<file path="config.mk">
export PLATFORM = sky130hd
export DESIGN_NAME = reset_sequencer
export DESIGN_NICKNAME = d
export VERILOG_FILES = /design/src/rtl/reset_sequencer.sv
export SDC_FILE = /design/constraint.sdc
export NUM_CORES = 1
export LEC_CHECK = 0
export ABC_AREA = 1
export CAP_MARGIN = 25
export CORE_MARGIN = 1
export CORE_UTILIZATION = 25
export CTS_BUF_LIST = sky130_fd_sc_hd__clkbuf_4 sky130_fd_sc_hd__clkbuf_8
export DETAILED_ROUTE_END_ITERATION = 6
export SLEW_MARGIN = 25
export SYNTH_ARGS = -nofsm -noshare
export SYNTH_HDL_FRONTEND = slang
export SYNTH_SLANG_ARGS = --single-unit
</file>
<file path="constraint.sdc">
create_clock -name clock -period 1.4 [get_ports clock]
set_input_delay 0.28 -clock clock [delete_from_list [all_inputs] [get_ports clock]]
set_output_delay 0.28 -clock clock [all_outputs]
set_load 0.1 [all_outputs]
</file>
<file path="src/rtl/reset_sequencer.sv">
// rtl/reset_sequencer.sv - staged reset release after PLL lock, with lock-loss filtering
// Releases rst_out bits in order once lock has been stable; re-asserts them all together.
module reset_sequencer #(
  parameter int SYNC_STAGES = 2,
  parameter int HOLD_CYCLES = 1024,
  parameter int STAGE_GAP   = 64,
  parameter int NUM_STAGES  = 3,
  parameter int LOCK_FILTER = 8
) (
  input  logic                  clock,
  input  logic                  reset,
  input  logic                  pll_lock,
  input  logic                  sw_reset,
  output logic [NUM_STAGES-1:0] rst_out,
  output logic                  ready,
  output logic [2:0]            state_dbg,
  output logic [7:0]            lost_count
);

  localparam int CNT_W  = (HOLD_CYCLES > 1) ? $clog2(HOLD_CYCLES) : 1;
  localparam int GAP_W  = (STAGE_GAP > 1)   ? $clog2(STAGE_GAP)   : 1;
  localparam int FILT_W = (LOCK_FILTER > 1) ? $clog2(LOCK_FILTER) : 1;
  localparam logic [CNT_W-1:0]  HOLD_LAST = CNT_W'(HOLD_CYCLES - 1);
  localparam logic [GAP_W-1:0]  GAP_LAST  = GAP_W'(STAGE_GAP - 1);
  localparam logic [FILT_W-1:0] FILT_LAST = FILT_W'(LOCK_FILTER - 1);

  typedef enum logic [2:0] {
    ST_ASSERT    = 3'd0,
    ST_WAIT_LOCK = 3'd1,
    ST_HOLD      = 3'd2,
    ST_RELEASE   = 3'd3,
    ST_RUN       = 3'd4
  } state_t;

  state_t                 state;
  logic [SYNC_STAGES-1:0] rst_sync;
  logic [SYNC_STAGES-1:0] lock_sync;
  logic [CNT_W-1:0]       cnt;
  logic [GAP_W-1:0]       gap;
  logic [FILT_W-1:0]      filt;
  logic                   rst_s;
  logic                   lock_s;
  logic                   lock_lost;

  assign rst_s     = rst_sync[SYNC_STAGES-1];
  assign lock_s    = lock_sync[SYNC_STAGES-1];
  assign state_dbg = state;
  assign lock_lost = ((state == ST_RELEASE) || (state == ST_RUN)) && !lock_s && (filt == FILT_LAST);

  always_ff @(posedge clock or posedge reset) begin
    if (reset) begin
      rst_sync   <= '1;
      lock_sync  <= '0;
      state      <= ST_ASSERT;
      rst_out    <= '1;
      ready      <= 1'b0;
      lost_count <= 8'd0;
      cnt        <= '0;
      gap        <= '0;
      filt       <= '0;
    end else begin
      rst_sync  <= {rst_sync[SYNC_STAGES-2:0], 1'b0};
      lock_sync <= {lock_sync[SYNC_STAGES-2:0], pll_lock};
      case (state)
        ST_ASSERT: begin
          rst_out <= '1;
          ready   <= 1'b0;
          cnt     <= '0;
          gap     <= '0;
          filt    <= '0;
          if (!rst_s) state <= ST_WAIT_LOCK;
        end
        ST_WAIT_LOCK: begin
          if (lock_s) begin
            state <= ST_HOLD;
            cnt   <= '0;
          end
        end
        ST_HOLD: begin
          if (!lock_s) begin
            state <= ST_WAIT_LOCK;
            cnt   <= '0;
          end else if (sw_reset) begin
            cnt <= '0;
          end else if (cnt == HOLD_LAST) begin
            state   <= ST_RELEASE;
            rst_out <= rst_out << 1;
            gap     <= '0;
            filt    <= '0;
          end else begin
            cnt <= cnt + 1'b1;
          end
        end
        ST_RELEASE, ST_RUN: begin
          if (lock_lost || sw_reset) begin
            state   <= ST_ASSERT;
            rst_out <= '1;
            ready   <= 1'b0;
            cnt     <= '0;
            gap     <= '0;
            filt    <= '0;
            if (lock_lost && (lost_count != 8'hFF)) lost_count <= lost_count + 8'd1;
          end else begin
            filt <= lock_s ? '0 : filt + 1'b1;
            if (state == ST_RUN) begin
              ready <= 1'b1;
            end else if (rst_out[NUM_STAGES-1] == 1'b0) begin
              // only reachable with a single stage, already released on HOLD exit
              state <= ST_RUN;
            end else if (gap == GAP_LAST) begin
              rst_out <= rst_out << 1;
              gap     <= '0;
              if ((rst_out << 1) == '0) state <= ST_RUN;
            end else begin
              gap <= gap + 1'b1;
            end
          end
        end
        default: state <= ST_ASSERT;
      endcase
    end
  end

endmodule

</file>
; ---- Word level (Yosys, flattened, before mapping)
; Cells that the tools add are included.
[totals]
regBits = 38
input_bits = 4
out_inout_bits = 15
[classes]
add_sub_neg = 4
eq_ne = 23
n_mux = 42
reduce_logical = 20
[ops]
columns = cell, n
row1 = 3-bit two-way mux, 22
row2 = 10-bit two-way mux, 5
row3 = 6-bit two-way mux, 7
row4 = 10-bit one-hot mux with 4 select lines, 1
row5 = "3-bit inequality test, second input constant", 6
row6 = 3-bit one-hot mux with 3 select lines, 2
row7 = 6-bit one-hot mux with 3 select lines, 1
row8 = 7-bit AND reduction, 2
row9 = "2-bit inequality test, second input constant", 6
row10 = "4-bit inequality test, second input constant", 3
row11 = 3-bit one-hot mux with 4 select lines, 1
row12 = "10-bit by 1-bit adder with 10-bit output, second input constant", 1
row13 = "10-bit equality test, second input constant", 1
row14 = "8-bit by 1-bit adder with 8-bit output, second input constant", 1
row15 = "8-bit inequality test, second input constant", 1
row16 = 4-bit AND reduction, 2
row17 = "6-bit by 1-bit adder with 6-bit output, second input constant", 1
row18 = "3-bit by 2-bit equality test with 1-bit output, second input constant", 2
row19 = "3-bit equality test, second input constant", 2
row20 = "6-bit equality test, second input constant", 1
row21 = 3-bit logical NOT, 2
row22 = 6-bit AND reduction, 1
row23 = 5-bit AND reduction, 1
row24 = 4-bit nonzero test, 1
row25 = 12 further kinds, 16

; ---- Longest topological paths before layout
[depth]
ltp_word = 7
mapped_depth = 11

; ---- Least setup slack after synthesis
; OpenSTA, ideal clock, no wires.
[synth_path]
path_kind = reg2reg
from = register state[0], in the netlist state_dbg[0]
to = register state[1], in the netlist state_dbg[1]
setup_ns = 0.068
arrival_ns = 2.028
slack_ns = -0.696
stages_incl_launch_ff = 11
path_buffers = 0
cell_sequence = dfrtp_1 -> inv_1 -> nand2_1 -> nand2_2 -> nand4_4 -> nand2_1 -> inv_2 -> nand2_1 -> nand3_1 -> nand2_1 -> nand2_1
[synth_via]
elab_chain_len = 7
elab_cells_between_ends = 20
[synth_rtl]
columns = element, line
row1 = from (decl), 35  ; state_t state;
row2 = from (signal assigned), 54  ; state <= ST_ASSERT;
row3 = from (signal assigned), 71  ; if (!rst_s) state <= ST_WAIT_LOCK;
row4 = from (signal assigned), 75  ; state <= ST_HOLD;
row5 = 3-bit by 2-bit equality test with 1-bit output / 3-bit equality test (equally long branches), "48, 64, 105"
row6 = 1-bit logical OR, 48  ; assign lock_lost = ((state == ST_RELEASE) || (state == ST_RUN)) && !lock_s && (filt == FILT_LAST);
row7 = 1-bit logical AND (2 in series), 48
row8 = 1-bit logical OR, 95  ; if (lock_lost || sw_reset) begin
row9 = 4-bit inequality test (no line) (tied with other cells), --
row10 = 7-bit AND reduction (no line) / 3-bit one-hot mux with 4 select lines (equally long branches), --
; Several ways; a longest one is shown, not always the timed one.
; A chain may end at the register's enable or synchronous reset.

; ---- Worst setup path after layout
[layout_path]
from = register state[0], in the netlist state_dbg[0]
to = register cnt[2]
[layout_via]
elab_chain_len = 7
elab_cells_between_ends = 16
[layout_rtl]
columns = element, line
row1 = 3-bit by 2-bit equality test with 1-bit output / 3-bit equality test (equally long branches), "48, 64"
row2 = 1-bit logical OR, 48
row3 = 1-bit logical AND (2 in series), 48
row4 = 1-bit logical OR, 95
row5 = 2-bit inequality test (no line), --
row6 = 4-bit AND reduction (no line), --
row7 = to (signal assigned), 91  ; cnt <= cnt + 1'b1;
row8 = to (decl), 38  ; logic [CNT_W-1:0] cnt;
; Several ways; a longest one is shown, not always the timed one.

==> results by group <==
Status
  • Outcome: finished, violations left
  • Failing checks: negative setup slack

Layout
  • Multi-input logic area: 1490 um2
  • Layout cell share with drive strength beyond 1: 0.545
  • Number of diodes: 0
  • Sequential cell area: between 900 and 1000 um2
  • # fillers: 836
  • P&R area growth vs syn: 73.1%
  • Nets@finish: around 390

Power
  • Switching share of power: 0.473
  • Logic pwr share: 0.656
  • Total power: between 6 and 7 mW
  • Leak Pwr: 1.76 nW
  • Sequential share of power: 0.228
  • Internal power: 3.64 mW
  • Total net switching power: 3.27 mW
  • VDD IR max: 0.831 mV
  • Clock power frac: 0.116
  • Power per cell area: around 1800 nW/um2

Setup path
  • CP arrival: ~1.9 ns
  • R2r endpoint: cnt[2]
  • Top delay family on crit path: flip-flops
  • Critical path cell sequence: buf_4 -> nor2_1 -> nor2_2 -> nor2_4 -> o211ai_4 -> nand2_4 -> buf_6 -> a21oi_2 -> a21oi_1
  • FF-to-FF setup slack: -0.29 ns
  • Buf/Inv on CP: 2
  • Max incr delay on CP: ~0.53 ns
  • FF-to-FF path depth: 9
  • Worst Path Class, Setup: flip-flop to flip-flop
  • Crit Path Max Fanout: 5
  • CP Capture Type: flip-flop
  • Startpoint types: flip-flop
  • RR Startpoint: state_dbg[0]
  • Req. time, crit path: approximately 1.6 ns
  • Crit path max-delay cell type: dfrtp_4

STA
  • Final worst setup slack: -0.287 ns
  • RSZ-0062 raised after global routing: yes
  • # setup viols final: 38
  • Final Hold Fails: 0
  • Setup Skew: approximately 0.012 ns
  • Crit path time final: between 1.5 and 2 ns
  • Fmax: about 590 MHz
  • Final setup TNS: -7.18 ns
  • Fin crit share: 1.21
  • Final Max Tran Viols: 0

Clock tree
  • Clk root buf: clkbuf_8
  • Clock Latency Late Sink: ~0.29 ns
  • H-tree depth: 2
  • CTS Hold Bufs: 0
  • Reg clk slew, reported paths: around 0.080 ns
  • Clock buffer depth: 2
  • # clock sinks: 38
  • TritonCTS buffer count: 5
  • CTS tree: built

Drt
  • Vias per std cell: about 4.7
  • Final wirelength: 6.58 mm
  • Post-route DRC: 0
  • WL/cell: around 13 um
  • Post-route ant nets: 0
  • Initial drt markers: roughly 100
  • DRT Pass-1 Iters: 4
  • Vias: roughly 2.3k

Floorplan
  • CORE AREA: roughly 8700 um2
  • Die Y: just under 100 um
  • Initial Util: 0.258
  • Io pins: 19
  • Die width: slightly below 100 um
  • # rows: 34
  • Die area: 9330 um2

Synthesis
  • Most common cell in the netlist: nand2_1
  • Proportion of synthesized area in mux cells: 0
  • Seq/Total Area, Yosys: 0.428
  • Average size of a mapped cell: just under 8 um2
  • Post-Synth XOR/XNOR Area: 0.0509
  • Post-Synthesis Cell Area: approximately 2200 um2
  • Synth warn: 0
  • Main combinational cell family by area after synthesis: simple AND/OR/NAND/NOR gates
  • Post-synthesis async set-or-reset flop share: 1.00
  • Synth top area cells: dfrtp_1 37%, nand2_1 12%, nand3_1 6.5%
  • Top cells by count, synth: 71 x nand2_1, 33 x dfrtp_1, 29 x nand3_1
  • Post-synth top area cell: dfrtp_1
  • Simple-Gate Fraction of Synth Area: 0.353
  • Synth unique cells: 30
  • Synthesized Nets: just under 300
  • Cells after Synth: 282
  • Post-synth EDFFs: 0
  • Yosys reg bits: 38
  • Synth top area share: 0.369
  • Post-synthesis compound-gate area fraction: 0.0739
  • Post-synth top flop: dfrtp_1
  • Adder-cell share of the synthesized area: 0.0280

GRT
  • Grt total ovfl: 0
  • GR Util All Layers: 0.139
  • Initial antenna violation count: 0
  • Vias in the first global route: between 2k and 2.5k
  • Largest net degree at the start of global routing: 39
  • First-pass GRT wire length: roughly 10 mm

Flow run
  • MaxCap Viol Count: 0

Worst hold path
  • Worst Hold Class: input port to async pin

Placed design
  • Global placer's final weighted congestion: 0.802
  • DP HPWL: 4.17 mm
  • Port bufs: 18
  • Pre-CTS WS: -0.299 ns
metrics by stage:
| step | hold WS, ns | util | cells | area [um2] |
|---|---|---|---|---|
| after detailed placement | 0.335 | 0.376 | 466 | 3260 |
| after CTS | 0.352 | 0.400 | 480 | 3470 |
| after floorplan | 0.311 | - | 282 | 2350 |
| after global placement | 0.337 | 0.376 | 466 | 3260 |
| final | 0.344 | 0.446 | 493 | 3870 |
| after global routing | 0.362 | 0.446 | 493 | 3870 |
cells in the final DEF, fill, tap and decap left out, types with 7 or more instances in the layout:
| cell type | instances |
|---|---|
| nand2_1 | 55 |
| nand3_1 | 14 |
| buf_6 | 13 |
| dfrtp_1 | 22 |
| inv_1 | 22 |
| nor2_2 | 12 |
| o21ai_2 | 7 |
| buf_12 | 17 |
| nor2_4 | 7 |
| o21ai_1 | 12 |
| nand2_4 | 13 |
| nor2_1 | 14 |
| nand3_2 | 12 |
| buf_4 | 63 |
| dfrtp_4 | 9 |
| nand4_1 | 12 |
| nand2_2 | 9 |
tightest hold or removal path, delay by kind of cell:
family   cells  cell delay [ns]
buf+inv      3             0.73
cells by family after synthesis:
logic type | Yosys count
flip-flops | 38
AND/OR/NAND/NOR | 161
XOR/XNOR | 13
AO/OA/AOI/OAI | 28
adder cells (fa/ha/maj) | 5
other | 1
buffers and inverters | 36
area by class of cell:
| type | count | area share |
|---|---|---|
| multi-input combinational | 208 | 0.386 |
| clock buffer | 8 | 0.0236 |
| timing repair buffer | 96 | 0.256 |
| inverter | 34 | 0.0410 |
| tap | 108 | 0.0349 |
| timing repair inverter | 1 | 0.00162 |
| sequential | 38 | 0.258 |
how the worst max path moves through the flow:
stage	startpoint	end	slack (ns)	depth (start not counted)
3_3_place_gp	sw_reset	cnt[9]	-0.27	9
4_1_cts	state_dbg[1]	rst_out[0]	-0.19	9
6_report	state_dbg[0]	cnt[2]	-0.29	9
2_1_floorplan	state_dbg[1]	gap[0]	-0.23	10
3_5_place_dp	sw_reset	cnt[9]	-0.30	10
5_1_grt	state_dbg[1]	gap[5]	-0.32	8
registers in the layout, summed over array words and instances, names as in the netlist:
signal and flops:
rst_sync 2, cnt 10, rst_out 3, lost_count 8, ready 1, gap 6, state_dbg 3, filt 3
lock_sync 2
power groups by stage:
stage               Clock (mW)  Sequential (mW)  Combinational, mW
finish                   0.800             1.58               4.53
global route             0.873             1.59               4.83
CTS                      0.833             1.55               3.80
detailed placement           0             1.59               3.44
global placement             0             1.58               3.40
floorplan                    0             2.19               1.59
metal layers:
layer	vias up	part of all wire	track usage
met4	0	0.017	0.0368
met2	64	0.53	0.246
met3	10	0.037	0.0274
met1	1119	0.41	0.172
li1	1125	-	-
met5	-	0	0
timing repair:
action / CTS / global route
resized for setup: 18 / 82
pin swaps: 18 / 22
hold endpoints to repair: 0 / 0
cloned: 0 / 1
setup buffers: 7 / 13
endpoints found under the setup margin: 38 / 39
Note: power is estimated with default switching activity, not from simulation.
